$ cat config.mk
export PLATFORM = sky130hd
export DESIGN_NAME = uart_txrx_flat
export DESIGN_NICKNAME = d
export VERILOG_FILES = /design/src/rtl/uart_txrx_if.sv /design/src/rtl/uart_txrx.sv /design/src/flat_wrapper.sv
export SDC_FILE = /design/constraint.sdc
export NUM_CORES = 1
export LEC_CHECK = 0
export ABC_AREA = 1
export BUFFER_PORTS_ARGS = -buffer_cell sky130_fd_sc_hd__buf_2
export CORE_ASPECT_RATIO = 2
export CORE_UTILIZATION = 53
export DETAILED_ROUTE_END_ITERATION = 10
export PLACE_DENSITY = 0.72
export REMOVE_ABC_BUFFERS = 1
export SLEW_MARGIN = 20
export SYNTH_ARGS = -nofsm -noshare
export SYNTH_HDL_FRONTEND = slang
export SYNTH_SLANG_ARGS = --single-unit
$ cat constraint.sdc
create_clock -name i_Clock -period 2.5 [get_ports i_Clock]
set_clock_uncertainty 0.2 [all_clocks]
set_input_delay 0.5 -clock i_Clock [delete_from_list [all_inputs] [get_ports i_Clock]]
set_output_delay 0.5 -clock i_Clock [all_outputs]
set_load 0.03 [all_outputs]
$ cat src/rtl/uart_txrx_if.sv
// Fabric/pin-side signal bundle for uart_txrx. The uart itself is the slave;
// whatever drives the byte strobe and the serial input line is the master.
interface uart_txrx_if;
  logic       i_Tx_DV;
  logic [7:0] i_Tx_Byte;
  logic       o_Tx_Active;
  logic       o_Tx_Serial;
  logic       o_Tx_Done;
  logic       i_Rx_Serial;
  logic       o_Rx_DV;
  logic [7:0] o_Rx_Byte;

  modport master (
    output i_Tx_DV, i_Tx_Byte, i_Rx_Serial,
    input  o_Tx_Active, o_Tx_Serial, o_Tx_Done, o_Rx_DV, o_Rx_Byte
  );

  modport slave (
    input  i_Tx_DV, i_Tx_Byte, i_Rx_Serial,
    output o_Tx_Active, o_Tx_Serial, o_Tx_Done, o_Rx_DV, o_Rx_Byte
  );
endinterface

$ cat src/rtl/uart_txrx.sv
// Full-duplex 8N1 UART: independent TX and RX state machines sharing one
// clock and one bit-period parameter. Outputs decode straight from state flops.
module uart_txrx #(
  parameter int CLKS_PER_BIT = 87
) (
  input  logic        i_Clock,
  input  logic        i_Rst_n,
  uart_txrx_if.slave  bus
);

  localparam int CNT_W = $clog2(CLKS_PER_BIT);
  localparam logic [CNT_W-1:0] BIT_LAST = CNT_W'(CLKS_PER_BIT - 1);
  localparam logic [CNT_W-1:0] BIT_HALF = CNT_W'((CLKS_PER_BIT - 1) / 2);

  typedef enum logic [2:0] {
    TX_IDLE, TX_START, TX_DATA, TX_STOP, TX_CLEANUP
  } tx_state_e;

  typedef enum logic [2:0] {
    RX_IDLE, RX_START, RX_DATA, RX_STOP, RX_CLEANUP, RX_WAIT_HIGH
  } rx_state_e;

  // ---------------------------------------------------------------- TX
  tx_state_e        tx_state_q, tx_state_d;
  logic [CNT_W-1:0] tx_cnt_q, tx_cnt_d;
  logic [2:0]       tx_idx_q, tx_idx_d;
  logic [7:0]       tx_byte_q, tx_byte_d;
  logic             tx_bit_end;

  assign tx_bit_end = (tx_cnt_q == BIT_LAST);

  always_ff @(posedge i_Clock or negedge i_Rst_n) begin
    if (!i_Rst_n) begin
      tx_state_q <= TX_IDLE;
      tx_cnt_q   <= '0;
      tx_idx_q   <= '0;
      tx_byte_q  <= '0;
    end else begin
      tx_state_q <= tx_state_d;
      tx_cnt_q   <= tx_cnt_d;
      tx_idx_q   <= tx_idx_d;
      tx_byte_q  <= tx_byte_d;
    end
  end

  always_comb begin
    tx_state_d = tx_state_q;
    tx_cnt_d   = tx_cnt_q;
    tx_idx_d   = tx_idx_q;
    tx_byte_d  = tx_byte_q;
    unique case (tx_state_q)
      TX_IDLE: begin
        tx_cnt_d = '0;
        tx_idx_d = '0;
        if (bus.i_Tx_DV) begin
          tx_byte_d  = bus.i_Tx_Byte;
          tx_state_d = TX_START;
        end
      end
      TX_START: begin
        if (tx_bit_end) begin
          tx_cnt_d   = '0;
          tx_state_d = TX_DATA;
        end else begin
          tx_cnt_d = tx_cnt_q + 1'b1;
        end
      end
      TX_DATA: begin
        if (tx_bit_end) begin
          tx_cnt_d = '0;
          if (tx_idx_q == 3'd7) begin
            tx_idx_d   = '0;
            tx_state_d = TX_STOP;
          end else begin
            tx_idx_d = tx_idx_q + 1'b1;
          end
        end else begin
          tx_cnt_d = tx_cnt_q + 1'b1;
        end
      end
      TX_STOP: begin
        if (tx_bit_end) begin
          tx_cnt_d   = '0;
          tx_state_d = TX_CLEANUP;
        end else begin
          tx_cnt_d = tx_cnt_q + 1'b1;
        end
      end
      TX_CLEANUP: tx_state_d = TX_IDLE;
      default:    tx_state_d = TX_IDLE;
    endcase
  end

  // The line level is a pure function of state, so reset forces it high at once.
  always_comb begin
    bus.o_Tx_Active = 1'b0;
    bus.o_Tx_Done   = 1'b0;
    bus.o_Tx_Serial = 1'b1;
    unique case (tx_state_q)
      TX_START: begin
        bus.o_Tx_Active = 1'b1;
        bus.o_Tx_Serial = 1'b0;
      end
      TX_DATA: begin
        bus.o_Tx_Active = 1'b1;
        bus.o_Tx_Serial = tx_byte_q[tx_idx_q];
      end
      TX_STOP:    bus.o_Tx_Active = 1'b1;
      TX_CLEANUP: bus.o_Tx_Done   = 1'b1;
      default: ;
    endcase
  end

  // ---------------------------------------------------------------- RX
  rx_state_e        rx_state_q, rx_state_d;
  logic [CNT_W-1:0] rx_cnt_q, rx_cnt_d;
  logic [2:0]       rx_idx_q, rx_idx_d;
  logic [7:0]       rx_shift_q, rx_shift_d;
  logic [7:0]       rx_byte_q, rx_byte_d;
  logic [1:0]       rx_sync_q;
  logic             rx_line;
  logic             rx_bit_end;

  // Sync chain resets to the idle level so reset release never looks like a start bit.
  always_ff @(posedge i_Clock or negedge i_Rst_n) begin
    if (!i_Rst_n) rx_sync_q <= 2'b11;
    else          rx_sync_q <= {rx_sync_q[0], bus.i_Rx_Serial};
  end

  assign rx_line    = rx_sync_q[1];
  assign rx_bit_end = (rx_cnt_q == BIT_LAST);

  always_ff @(posedge i_Clock or negedge i_Rst_n) begin
    if (!i_Rst_n) begin
      rx_state_q <= RX_IDLE;
      rx_cnt_q   <= '0;
      rx_idx_q   <= '0;
      rx_shift_q <= '0;
      rx_byte_q  <= '0;
    end else begin
      rx_state_q <= rx_state_d;
      rx_cnt_q   <= rx_cnt_d;
      rx_idx_q   <= rx_idx_d;
      rx_shift_q <= rx_shift_d;
      rx_byte_q  <= rx_byte_d;
    end
  end

  always_comb begin
    rx_state_d = rx_state_q;
    rx_cnt_d   = rx_cnt_q;
    rx_idx_d   = rx_idx_q;
    rx_shift_d = rx_shift_q;
    rx_byte_d  = rx_byte_q;
    unique case (rx_state_q)
      RX_IDLE: begin
        rx_cnt_d = '0;
        rx_idx_d = '0;
        if (!rx_line) rx_state_d = RX_START;
      end
      RX_START: begin
        // Re-check at mid start bit; a high here was a glitch.
        if (rx_cnt_q == BIT_HALF) begin
          rx_cnt_d   = '0;
          rx_state_d = rx_line ? RX_IDLE : RX_DATA;
        end else begin
          rx_cnt_d = rx_cnt_q + 1'b1;
        end
      end
      RX_DATA: begin
        if (rx_bit_end) begin
          rx_cnt_d             = '0;
          rx_shift_d[rx_idx_q] = rx_line;
          if (rx_idx_q == 3'd7) begin
            rx_idx_d   = '0;
            rx_state_d = RX_STOP;
          end else begin
            rx_idx_d = rx_idx_q + 1'b1;
          end
        end else begin
          rx_cnt_d = rx_cnt_q + 1'b1;
        end
      end
      RX_STOP: begin
        if (rx_bit_end) begin
          rx_cnt_d = '0;
          if (rx_line) begin
            rx_byte_d  = rx_shift_q;
            rx_state_d = RX_CLEANUP;
          end else begin
            rx_state_d = RX_WAIT_HIGH;
          end
        end else begin
          rx_cnt_d = rx_cnt_q + 1'b1;
        end
      end
      RX_CLEANUP:   rx_state_d = RX_IDLE;
      RX_WAIT_HIGH: if (rx_line) rx_state_d = RX_IDLE;
      default:      rx_state_d = RX_IDLE;
    endcase
  end

  always_comb begin
    bus.o_Rx_DV   = (rx_state_q == RX_CLEANUP);
    bus.o_Rx_Byte = rx_byte_q;
  end

endmodule

$ cat src/flat_wrapper.sv
// flat-port wrapper written by rule: the top's interface ports become plain ports
module uart_txrx_flat 
#(
  parameter int CLKS_PER_BIT = 87
)
  (i_Clock, i_Rst_n, bus_i_Tx_DV, bus_i_Tx_Byte, bus_i_Rx_Serial, bus_o_Tx_Active, bus_o_Tx_Serial, bus_o_Tx_Done, bus_o_Rx_DV, bus_o_Rx_Byte);
  uart_txrx_if bus_i ();
  input  logic i_Clock;
  input  logic i_Rst_n;
  input wire logic [$bits(bus_i.i_Tx_DV)-1:0] bus_i_Tx_DV;
  input wire logic [$bits(bus_i.i_Tx_Byte)-1:0] bus_i_Tx_Byte;
  input wire logic [$bits(bus_i.i_Rx_Serial)-1:0] bus_i_Rx_Serial;
  output wire logic [$bits(bus_i.o_Tx_Active)-1:0] bus_o_Tx_Active;
  output wire logic [$bits(bus_i.o_Tx_Serial)-1:0] bus_o_Tx_Serial;
  output wire logic [$bits(bus_i.o_Tx_Done)-1:0] bus_o_Tx_Done;
  output wire logic [$bits(bus_i.o_Rx_DV)-1:0] bus_o_Rx_DV;
  output wire logic [$bits(bus_i.o_Rx_Byte)-1:0] bus_o_Rx_Byte;
  assign bus_i.i_Tx_DV = bus_i_Tx_DV;
  assign bus_i.i_Tx_Byte = bus_i_Tx_Byte;
  assign bus_i.i_Rx_Serial = bus_i_Rx_Serial;
  assign bus_o_Tx_Active = bus_i.o_Tx_Active;
  assign bus_o_Tx_Serial = bus_i.o_Tx_Serial;
  assign bus_o_Tx_Done = bus_i.o_Tx_Done;
  assign bus_o_Rx_DV = bus_i.o_Rx_DV;
  assign bus_o_Rx_Byte = bus_i.o_Rx_Byte;
  uart_txrx #(.CLKS_PER_BIT(CLKS_PER_BIT)) u_core (.i_Clock(i_Clock), .i_Rst_n(i_Rst_n), .bus(bus_i));
endmodule
**Yosys cells after proc, flatten, opt, wreduce, memory -nomap -nowiden**

Index checks and enable logic that the tools add are counted.

- Register bits: 52
- Input bits: 12
- Output and inout port bits: 12
- Logic and storage cells: 92

- Add/sub/neg operators: 4
- Order comparisons: 3
- Equal/unequal tests: 25
- Multiplexer cells: 34
- Reduce and logical (&&, ||, !) cells: 16

Operators by type and width:

| cell | number |
|---|---|
| 3-bit two-way mux | 15 |
| 7-bit two-way mux | 3 |
| 7-bit case mux with 3 select lines | 1 |
| 2-bit by 1-bit != test with 1-bit output (second input constant) | 9 |
| 3-bit == test (second input constant) | 5 |
| 3-bit case mux with 5 select lines | 1 |
| 7-bit by 1-bit adder with 7-bit output (second input constant) | 2 |
| 7-bit == test (second input constant) | 2 |
| 7-bit case mux with 2 select lines | 1 |
| 3-bit by 2-bit == test with 1-bit output (second input constant) | 4 |
| 3-bit case mux with 2 select lines | 2 |
| 3-bit case mux with 4 select lines | 1 |
| 8-bit bitwise mux | 1 |
| 3-bit by 4-bit < comparator with 1-bit output (second input constant) | 2 |
| 2-bit AND reduction | 4 |
| 7-bit by 6-bit == test with 1-bit output (second input constant) | 1 |
| 3-bit by 1-bit adder with 3-bit output (second input constant) | 2 |
| 3-bit by 1-bit == test with 1-bit output (second input constant) | 2 |
| 3-bit zero test | 2 |
| 6-bit AND reduction | 1 |
| 2-bit nonzero test | 3 |
| 1-bit two-way mux | 5 |
| 5-bit AND reduction | 1 |
| 2-bit != test (second input constant) | 2 |
| other kinds (10) | 10 |

**Longest topological paths before layout**

Gate-level depths: netlist of run 1.

- Depth after elaboration: 5
- Gate-level depth with buffers: 9
- Gate-level depth less buffers: 9

**Worst setup path after synthesis of run 1**

OpenSTA, ideal clock, no wires.

- Path type: reg2out
- From: register u_core.tx_state_q[1]
- To: output bus_o_Tx_Serial
- Arrival time: 1.405 ns
- Required time: 1.800 ns
- Slack: 0.395 ns
- Cell stages (with the launch flop): 7
- Path buffers: 1
- Path through: dfrtp_1 > buf_2 > nor2_1 > nor2_1 > inv_2 > a21oi_1 > nand2_1

- Word-level cells in the longest chain between the ends: 2
- Elaborated cells on any way between the ends: 3
- Classes of those cells: 2 x eq/ne; 1 x mux

RTL lines:

| element | line | text |
|---|---|---|
| from (decl) | uart_txrx.sv:24 | `tx_state_e tx_state_q, tx_state_d;` |
| from (signal assigned) | uart_txrx.sv:39 | `tx_state_q <= tx_state_d;` |
| 3-bit by 2-bit == test with 1-bit output / 3-bit by 1-bit == test with 1-bit output (equally long branches) | uart_txrx.sv:99 | `unique case (tx_state_q)` |
| 1-bit case mux with 2 select lines (*) | uart_txrx.sv:99 |  |
| to (decl) | flat_wrapper.sv:14 | `output wire logic [$bits(bus_i.o_Tx_Serial)-1:0] bus_o_Tx_Serial;` |

Mark *: on every way between the ends. The rest lies on a longest branch, timed or not.

**Worst setup path in the final report of run 1**

- From: register u_core.tx_state_q[2]
- To: output bus_o_Tx_Serial

The elaborated chain is that of the path after synthesis.

==> results.tsv, run 1 <==
stage	metric	value	unit
min_path	HP Start	bus_i_Rx_Serial	
logic_synthesis	post-synthesis instance total	345	
sta	measured slew at the worst slew-check pin	496.7	ps
drt	Residual DRC	0	
power_and_ir_drop	switching share of power	41.65	%
logic_synthesis	Syn Area/Cell	8.044	sq um
min_path	Hold/Removal Path Class	in2reg	
critical_path	max incr delay on CP	450	ps
drt	via count	2301	
logic_synthesis	Yosys warning total	0	
clocking	Clock Path Buffers	2	
clocking	Clock Sinks	52	
clocking	postcts setup bufs	0	
placement	Final GP Congestion	0.8452	
sta	Relative slew margins	66.89	%
drt	Vias/cell	5.364	
logic_synthesis	Cell variety after synth	30	
grt	antenna violations before repair	0	
sta	final slew viol count	0	
grt	pin count of the biggest net entering global routing	24	
final_layout	share of layout cells above drive strength 1	16.40	%
critical_path	Reg-to-Reg Start	u_core.rx_cnt_q[0]$_DFFE_PN0P_	
critical_path	CP startpoint kind	flop	
power_and_ir_drop	sequential share of power	45.4	%
power_and_ir_drop	clock power share	18.0	%
clocking	Num CTS Buffers	5	
floorplan	core footprint	4955	sq um
sta	crit share post-route	91.21	%
placement	post-DP HPWL	3.936	mm
final_layout	Finished Cell Area	3027	sq um
drt	drt total wl	5.223	mm
drt	DR WL/cell	12.17	um
final_layout	Layout area overhead	9.062	%
logic_synthesis	post-synthesis register bit count	52	
critical_path	critical-path cell list	inv_2, nand2_1, nor2_1, nand3_1, nand2_1, buf_2	
critical_path	endpoint type of the worst setup path	output pin	
critical_path	R2R Setup Slk	550	ps
drt	Final ANT Viol Nets	0	
run	Max Cap Viol	0	
power_and_ir_drop	Power per Cell Area	841.9	nW/um^2
critical_path	crit path kind	reg2out	
critical_path	crit path max fanout	7	
critical_path	number of cells on the worst reg-to-reg path	7	
sta	RSZ-0062 raised after global routing	false	
grt	Overflow after GRT	0	
floorplan	die height	104.3	um
power_and_ir_drop	P_int	0.001487	W
critical_path	capturing point of the worst reg2reg path	u_core.bus.o_Rx_Byte[4]$_DFFE_PN0P_	
final_layout	ANT cells	0	
power_and_ir_drop	Switch Pwr	0.001061	W
logic_synthesis	Seq/Total Area, Yosys	46.98	%
critical_path	data arrival time of the worst path	1580	ps
grt	total track usage	21.85	%
placement	port bufs	23	
placement	area post-placement	2935	sq um
clocking	clk root buf	clkbuf_8	
sta	Fin. Hold Viols	0	
floorplan	I/O pin cnt	24	
floorplan	Die W	53.17	um
sta	crit path time final	2280	ps
critical_path	Critical Path Most Common Cell	nand2_1	
power_and_ir_drop	Comb power frac	36.7	%
floorplan	die area	5547	sq um
clocking	later-pin clock latency in the skew report	300	ps
sta	hold slack	93.96	ps
critical_path	CP max stage cell	dfrtp_1	
grt	global-route wire length before repair	9.142	mm
min_path	hold path cells	1	
clocking	number of levels in the clock H-tree	2	
floorplan	initial core utilization	56.01	%
sta	endpoints failing setup	0	
power_and_ir_drop	Worst VDD drop	0.0007479	V
sta	TNS Setup	0	ps
sta	highest clock rate	438.5	MHz
outcome	status	completed	
clocking	CTS tree	built	
floorplan	FP Rows	36	
critical_path	worst path required time	1800	ps
critical_path	Bufs and invs on worst path	2	
final_layout	Final nets	391	
grt	vias in the first global route	2210	
min_path	Hold EP	u_core.rx_sync_q[0]$_DFF_PN1_	
drt	DRT Pass-1 Iters	4	
logic_synthesis	cell area after synthesis	2775	sq um
critical_path	critical path's top delay family	simple AND/OR/NAND/NOR gates	
drt	Iter 0 DRT Violations	45	
power_and_ir_drop	leakage	1.545	nW
clocking	clock slew at reported path FFs	90	ps
-- layout by cell type, fill, tap and decap left out, drive strengths merged, types with 3 or more instances in the layout --
| cell type | n |
|---|---|
| xor2 | 4 |
| buf | 26 |
| ha | 8 |
| nand2 | 92 |
| o21ai | 23 |
| a21oi | 6 |
| nand3b | 3 |
| o22ai | 3 |
| inv | 44 |
| nand4 | 14 |
| nor2 | 40 |
| nand3 | 41 |
| dfrtp | 50 |
| clkbuf | 7 |
| nor3 | 4 |
-- power by group through the flow --
stage / Clock, W / Sequential (W) / Combinational [W]
finish: 0.000458 / 0.00116 / 0.000934
global route: 0.000508 / 0.00118 / 0.00108
CTS: 0.000478 / 0.00115 / 0.000943
detailed placement: 0 / 0.00117 / 0.000937
global placement: 0 / 0.00116 / 0.000925
floorplan: 0 / 0.00113 / 0.000711
-- state kept, by name, indices dropped and copies added (netlist names) --
signal,count
u_core.tx_state_q,3
u_core.rx_cnt_q,7
u_core.bus.o_Rx_Byte,8
u_core.rx_state_q,3
u_core.rx_sync_q,2
u_core.tx_cnt_q,7
u_core.rx_shift_q,8
u_core.tx_byte_q,8
u_core.rx_idx_q,3
u_core.tx_idx_q,3
-- metal layers --
metal | global-route usage, % | wire length (um) | share of wire (%) | vias to the layer above
met2 | 39.87 | 2883 | 55 | 48
met1 | 23.85 | 2092 | 40 | 1076
met3 | 3.070 | 162 | 3.1 | 8
li1 | - | - | - | 1169
met5 | 0 | 0 | 0 | -
met4 | 8.271 | 86 | 1.6 | 0
-- worst max path at each step --
stage                                           from               to  slack [ps]  cells after the start
CTS                 u_core.tx_state_q[2]$_DFFE_PN0P_  bus_o_Tx_Serial         170                      6
global route        u_core.tx_state_q[2]$_DFFE_PN0P_  bus_o_Tx_Serial          60                      6
global placement    u_core.tx_state_q[2]$_DFFE_PN0P_  bus_o_Tx_Serial         520                      6
floorplan           u_core.tx_state_q[1]$_DFFE_PN0P_  bus_o_Tx_Serial         420                      5
finish              u_core.tx_state_q[2]$_DFFE_PN0P_  bus_o_Tx_Serial         220                      6
detailed placement  u_core.tx_state_q[2]$_DFFE_PN0P_  bus_o_Tx_Serial         520                      6
-- Yosys cell counts (all sizes together) --
cell    count  area [sq um]
ha          8         100.1
xnor2       1         8.760
nor3        4         25.02
clkinv      1         3.750
dfrtp      50          1251
nand4      14         102.6
o211ai      1         7.510
buf         6         41.28
nand2      92         347.8
nand3b      3         35.03
xor2        4         35.03
dfstp       2         52.55
o22ai       3         18.77
inv        44         165.2
nor2       40         177.7
nand3      41         220.2
clkbuf      2         7.510
a21oi       6         30.03
o21ai      23         145.1
-- stage by stage --
step	instances	setup slack, ps	util [%]	power (W)
2_1_floorplan	337	417.3	-	0.001845
3_3_place_gp	420	518.2	59.24	0.002090
3_5_place_dp	420	517.6	59.24	0.002105
4_1_cts	429	174.7	61.09	0.002575
5_1_grt	429	56.57	61.09	0.002762
6_report	429	219.7	61.09	0.002548
-- cell type report --
| type | instances | area [sq um] |
|---|---|---|
| clock buffers | 7 | 76.32 |
| clock inverters | 1 | 5.005 |
| repair buffers | 27 | 147.6 |
| multi-input cells | 240 | 1254 |
| flip-flops and latches | 52 | 1304 |
| fillers | 451 | 1928 |
| inverters | 45 | 168.9 |
| well taps | 57 | 71.32 |
-- timing repair --
| action | in CTS | in global routing |
|---|---|---|
| resized for setup | 0 | 0 |
| hold endpoints to repair | 19 | 0 |
| hold buffers | 1 | 0 |
-- logic make-up (layout without fill, tap and decap cells) --
family | after synthesis | count (layout) | synth area share (%)
compound gates | 33 | 33 | 7.259
fa+ha+maj | 8 | 8 | 3.607
simple gates | 194 | 194 | 32.73
flops | 52 | 52 | 46.98
xor+xnor | 5 | 5 | 1.578
buf+inv | 53 | 80 | 7.845
No activity file was read; power rests on OpenSTA's default activity.
==> run 2, diff against run 1 <==
--- a/config.mk
+++ b/config.mk
@@ -8,6 +8,7 @@
 export ABC_AREA = 1
 export BUFFER_PORTS_ARGS = -buffer_cell sky130_fd_sc_hd__buf_2
 export CORE_ASPECT_RATIO = 2
+export CORE_MARGIN = 2
 export CORE_UTILIZATION = 53
 export DETAILED_ROUTE_END_ITERATION = 10
 export PLACE_DENSITY = 0.72
==> results.tsv, run 2 (same netlist as run 1, synthesis figures left out) <==
stage	metric	value	unit	change
drt	Iter 0 DRT Violations	45		unchanged
critical_path	worst path required time	1800	ps	about the same
power_and_ir_drop	sequential share of power	45.2	%	was 45.4%
critical_path	endpoint type of the worst setup path	output pin		unchanged
grt	antenna violations before repair	0		unchanged
sta	endpoints failing setup	0		unchanged
placement	post-DP HPWL	3.873	mm	was 3.936 mm
drt	Final ANT Viol Nets	0		unchanged
placement	Final GP Congestion	0.8710		was 0.8452
critical_path	Bufs and invs on worst path	2		unchanged
power_and_ir_drop	leakage	1.548	nW	was 1.545 nW
sta	Setup WS post-layout	236.4	ps	was 219.7 ps
grt	pin count of the biggest net entering global routing	33		was 24
sta	crit share post-route	90.54	%	was 91.21%
floorplan	initial core utilization	54.50	%	was 56.01%
critical_path	critical-path cell list	inv_2, nand2_1, nor2_1, nand3_1, nand2_1, buf_2		unchanged
drt	drt total wl	5.112	mm	was 5.223 mm
sta	final slew viol count	0		unchanged
clocking	Num CTS Buffers	5		unchanged
critical_path	critical path's top delay family	simple AND/OR/NAND/NOR gates		unchanged
min_path	Hold/Removal Path Class	in2reg		unchanged
power_and_ir_drop	Power per Cell Area	845.1	nW/um^2	was 841.9 nW/um^2
drt	DRT Pass-1 Iters	4		unchanged
clocking	Clock Sinks	52		unchanged
clocking	number of levels in the clock H-tree	2		unchanged
clocking	CTS tree	built		unchanged
final_layout	most common cell after layout, fill and taps aside	nand2_1		unchanged
sta	highest clock rate	441.8	MHz	was 438.5 MHz
placement	placed cells	419		was 420
clocking	later-pin clock latency in the skew report	310	ps	was 300 ps
critical_path	crit path kind	reg2out		unchanged
power_and_ir_drop	Comb power frac	35.3	%	was 36.7%
sta	Fin. Hold Viols	0		unchanged
final_layout	share of layout cells above drive strength 1	16.49	%	was 16.40%
grt	Overflow after GRT	0		unchanged
final_layout	Final Util	59.63	%	was 61.09%
critical_path	Crit. Startpoint	u_core.tx_state_q[2]$_DFFE_PN0P_		unchanged
grt	total track usage	20.44	%	was 21.85%
clocking	Clock Path Buffers	2		unchanged
sta	Relative slew margins	67.18	%	was 66.89%
final_layout	FILL cells	484		was 451
clocking	clk root buf	clkbuf_8		unchanged
sta	crit path time final	2264	ps	was 2280 ps
grt	vias in the first global route	2137		was 2210
drt	DR WL/cell	11.94	um	was 12.17 um
drt	Vias/cell	5.264		was 5.364
critical_path	CP startpoint kind	flop		unchanged
critical_path	CP max stage cell	dfrtp_1		unchanged
run	Max Cap Viol	0		unchanged
power_and_ir_drop	Switch Pwr	0.001061	W	about the same
grt	global-route wire length before repair	8.907	mm	was 9.142 mm
final_layout	fin cells	428		was 429
critical_path	Critical Path Most Common Cell	nand2_1		unchanged
placement	pre-CTS WS	577.5	ps	was 517.6 ps
sta	TNS Setup	0	ps	unchanged
drt	Residual DRC	0		unchanged
floorplan	core footprint	5092	sq um	was 4955 sq um
floorplan	die area	5866	sq um	was 5547 sq um
sta	RSZ-0062 raised after global routing	false		unchanged
critical_path	data arrival time of the worst path	1560	ps	was 1580 ps
power_and_ir_drop	clock power share	19.5	%	was 18.0%
critical_path	crit path max fanout	7		unchanged
power_and_ir_drop	total chip power	0.002566	W	was 0.002548 W
power_and_ir_drop	P_int	0.001505	W	was 0.001487 W
floorplan	FP Rows	37		was 36
final_layout	most frequent cells in the layout	nand2_1, dfrtp_1, nand3_1		unchanged
critical_path	Reg-to-Reg Start	u_core.rx_cnt_q[0]$_DFFE_PN0P_		unchanged
clocking	clock slew at reported path FFs	90	ps	about the same
outcome	status	completed		unchanged
final_layout	ANT cells	0		unchanged
sta	measured slew at the worst slew-check pin	492.3	ps	was 496.7 ps
floorplan	Die W	55.17	um	was 53.17 um
final_layout	Final nets	389		was 391
final_layout	Layout area overhead	9.423	%	was 9.062%
placement	port bufs	23		unchanged
critical_path	max incr delay on CP	440	ps	was 450 ps
floorplan	die height	106.3	um	was 104.3 um
power_and_ir_drop	Worst VDD drop	0.0006546	V	was 0.0007479 V
floorplan	I/O pin cnt	24		unchanged
power_and_ir_drop	switching share of power	41.36	%	was 41.65%
clocking	postcts setup bufs	0		unchanged
drt	via count	2253		was 2301
min_path	HP Start	bus_i_Rx_Serial		unchanged
run 2: timing repair:
action                                 4_1_cts  5_1_grt
endpoints found under the hold margin       19        0
gates resized for setup                      0        0
hold buffers                                 1        0
run 2: worst reg2reg max path: stages, from the launching register on:
cell and delay (ps):
dfrtp_1 430, inv_1 120, ha_1 150, nand2_1 70
nor3_1 280, nand4_4 320, nand2_1 170, o21ai_2 60
run 2: power by group through the flow:
stage	Sequential (W)	Combinational, W	Clock [W]
after global routing	0.00119	0.00105	0.000550
after global placement	0.00117	0.000899	0
after CTS	0.00116	0.000916	0.000520
after floorplan	0.00113	0.000711	0
after detailed placement	0.00117	0.000909	0
final	0.00116	0.000906	0.000500
run 2: layout make-up:
class | instances | area [sq um] | area share (%)
clock buffer | 6 | 82.58 | 2.719
clock inverter | 2 | 10.01 | 0.3296
inverter | 45 | 168.9 | 5.562
multi-input combinational | 240 | 1254 | 41.29
sequential | 52 | 1304 | 42.93
tap | 58 | 72.57 | 2.390
timing repair buffer | 25 | 145.1 | 4.780
run 2: path summary, 6_finish.rpt:
kind	endpoint	depth (start not counted)	slack, ps
setup / recovery	bus_o_Tx_Serial	6	240
hold / removal	u_core.rx_sync_q[0]$_DFF_PN1_	1	80
setup reg to reg	u_core.bus.o_Rx_Byte[1]$_DFFE_PN0P_	7	580
hold reg to reg	u_core.rx_sync_q[1]$_DFF_PN1_	0	160
max in group asynchronous	u_core.rx_sync_q[1]$_DFF_PN1_	3	1020
min in group asynchronous	u_core.rx_cnt_q[4]$_DFFE_PN0P_	2	480
run 2: layer usage:
metal	track usage (%)	wire, um
met2	34.78	2753
met3	3.933	144
met5	0	0
met1	22.94	2071
met4	10.10	144
run 2: stage by stage:
stage / hold slack, ps / cell area (sq um)
detailed placement: 149.3 / 2934
floorplan: 4.409 / 2726
global route: 66.76 / 3037
global placement: 145.9 / 2934
finish: 83.05 / 3037
CTS: 70.85 / 3037
==> run 3, diff against run 2 <==
--- a/config.mk
+++ b/config.mk
@@ -11,7 +11,7 @@
 export CORE_MARGIN = 2
 export CORE_UTILIZATION = 53
 export DETAILED_ROUTE_END_ITERATION = 10
-export PLACE_DENSITY = 0.72
+export PLACE_DENSITY_LB_ADDON = 0.25
 export REMOVE_ABC_BUFFERS = 1
 export SLEW_MARGIN = 20
 export SYNTH_ARGS = -nofsm -noshare
==> results.tsv, run 3 (same netlist as run 1, synthesis figures left out) <==
stage	metric	value	unit	change
outcome	status	completed		unchanged
placement	post-DP HPWL	3.834	mm	was 3.873 mm
critical_path	R2R Setup Slk	540	ps	was 580 ps
grt	pin count of the biggest net entering global routing	53		was 33
clocking	later-pin clock latency in the skew report	320	ps	was 310 ps
critical_path	data arrival time of the worst path	1570	ps	was 1560 ps
clocking	clk root buf	clkbuf_8		unchanged
sta	endpoints failing setup	0		unchanged
critical_path	Reg-to-Reg Start	u_core.rx_cnt_q[0]$_DFFE_PN0P_		unchanged
critical_path	number of cells on the worst reg-to-reg path	7		unchanged
clocking	clock slew at reported path FFs	90	ps	about the same
final_layout	most common cell after layout, fill and taps aside	nand2_1		unchanged
floorplan	die height	106.3	um	unchanged
final_layout	share of layout cells above drive strength 1	16.49	%	unchanged
critical_path	capturing point of the worst reg2reg path	u_core.bus.o_Rx_Byte[2]$_DFFE_PN0P_		was u_core.bus.o_Rx_Byte[1]$_DFFE_PN0P_
grt	Overflow after GRT	0		unchanged
power_and_ir_drop	Switch Pwr	0.001061	W	about the same
critical_path	max incr delay on CP	440	ps	about the same
critical_path	CP startpoint kind	flop		unchanged
placement	port bufs	23		unchanged
critical_path	Critical Path Most Common Cell	nand2_1		unchanged
power_and_ir_drop	leakage	1.538	nW	was 1.548 nW
floorplan	core footprint	5092	sq um	unchanged
final_layout	ANT cells	0		unchanged
drt	Final ANT Viol Nets	0		unchanged
critical_path	endpoint type of the worst setup path	output pin		unchanged
final_layout	Final nets	389		unchanged
power_and_ir_drop	sequential share of power	44.6	%	was 45.2%
drt	DRT Pass-1 Iters	4		unchanged
sta	final slew viol count	0		unchanged
critical_path	CP max stage cell	dfrtp_1		unchanged
clocking	Hold Buf Count CTS	0		was 1
final_layout	most frequent cells in the layout	nand2_1, dfrtp_1, nand3_1		unchanged
power_and_ir_drop	P_int	0.001511	W	was 0.001505 W
sta	highest clock rate	441.1	MHz	was 441.8 MHz
critical_path	worst path required time	1800	ps	about the same
clocking	Clock Sinks	52		unchanged
floorplan	die area	5866	sq um	unchanged
drt	Iter 0 DRT Violations	56		was 45
placement	pre-CTS WS	564.7	ps	was 577.5 ps
sta	crit path time final	2267	ps	was 2264 ps
floorplan	I/O pin cnt	24		unchanged
grt	antenna violations before repair	0		unchanged
power_and_ir_drop	Power per Cell Area	851.1	nW/um^2	was 845.1 nW/um^2
power_and_ir_drop	clock power share	19.6	%	was 19.5%
sta	crit share post-route	90.68	%	was 90.54%
power_and_ir_drop	switching share of power	41.25	%	was 41.36%
drt	Residual DRC	0		unchanged
placement	Final GP Congestion	0.8968		was 0.8710
final_layout	Final Util	59.36	%	was 59.63%
critical_path	crit path max fanout	7		unchanged
grt	global-route wire length before repair	8.914	mm	was 8.907 mm
power_and_ir_drop	Worst VDD drop	0.0005581	V	was 0.0006546 V
sta	RSZ-0062 raised after global routing	false		unchanged
run	Max Cap Viol	0		unchanged
clocking	Num CTS Buffers	5		unchanged
floorplan	FP Rows	37		unchanged
final_layout	Finished Cell Area	3023	sq um	was 3037 sq um
drt	via count	2296		was 2253
floorplan	initial core utilization	54.50	%	unchanged
sta	measured slew at the worst slew-check pin	638.8	ps	was 492.3 ps
placement	area post-placement	2929	sq um	was 2934 sq um
critical_path	Crit. Startpoint	u_core.tx_state_q[2]$_DFFE_PN0P_		unchanged
critical_path	crit path kind	reg2out		unchanged
sta	Setup WS post-layout	233.1	ps	was 236.4 ps
drt	DR WL/cell	11.86	um	was 11.94 um
clocking	postcts setup bufs	0		unchanged
min_path	Hold/Removal Path Class	in2async		was in2reg
sta	Fin. Hold Viols	0		unchanged
clocking	CTS tree	built		unchanged
floorplan	Die W	55.17	um	unchanged
clocking	number of levels in the clock H-tree	2		unchanged
clocking	post-cts sizing count	0		unchanged
final_layout	Layout area overhead	8.927	%	was 9.423%
grt	total track usage	20.58	%	was 20.44%
grt	vias in the first global route	2217		was 2137
power_and_ir_drop	Comb power frac	35.8	%	was 35.3%
sta	Relative slew margins	57.41	%	was 67.18%
sta	TNS Setup	0	ps	unchanged
clocking	Clock Path Buffers	2		unchanged
drt	Vias/cell	5.364		was 5.264
drt	drt total wl	5.077	mm	was 5.112 mm
critical_path	critical-path cell list	inv_2, nand2_1, nor2_1, nand3_1, nand2_1, buf_2		unchanged
-- run 3: changes by cell type in the layout (fill, tap and decap cells not counted), sizes merged --
cell and delta:
clkinvlp +1, clkinv -2, clkbuf +1, buf +1, dlygate4sd3 -1
-- run 3: metal layers --
layer  up-vias  track usage (%)  wire length (um)
met5         -                0                 0
met2        53            35.71              2728
met1      1065            21.27              1968
met4         0            11.67               202
met3        20            4.354               178
li1       1158                -                 -
-- run 3: worst max-delay path, delay by kind of cell, from the launching register on --
| family | cells | cell delay (ps) |
|---|---|---|
| simple gates | 4 | 500 |
| flops | 1 | 440 |
| buf+inv | 2 | 320 |
-- run 3: area by class of cell --
cell class                 instances  area, sq um
clock buffer                       7        86.33
clock inverter                     1        7.507
fill                             502         2069
inverter                          45        168.9
multi-input combinational        240         1254
sequential                        52         1304
tap                               58        72.57
timing repair buffer              25        130.1
-- run 3: per-stage QoR --
stage | cells | power [W] | hold slack, ps
global route | 428 | 0.002808 | 61.47
finish | 428 | 0.002573 | 79.62
detailed placement | 420 | 0.002098 | 148.7
global placement | 420 | 0.002084 | 148.5
floorplan | 337 | 0.001845 | 4.409
CTS | 428 | 0.002606 | 67.30
-- run 3: power by group through the flow --
stage          Clock, W  Combinational, W  Sequential, W
5_1_grt        0.000554           0.00108        0.00117
3_3_place_gp          0          0.000920        0.00116
3_5_place_dp          0          0.000932        0.00117
4_1_cts        0.000521          0.000936        0.00115
2_1_floorplan         0          0.000711        0.00113
6_report       0.000504          0.000920        0.00115
-- run 3: worst max-delay path by stage --
stage	cells after the start	endpoint
5_1_grt	6	bus_o_Tx_Serial
3_3_place_gp	6	bus_o_Tx_Serial
6_report	6	bus_o_Tx_Serial
2_1_floorplan	5	bus_o_Tx_Serial
3_5_place_dp	6	bus_o_Tx_Serial
4_1_cts	6	bus_o_Tx_Serial
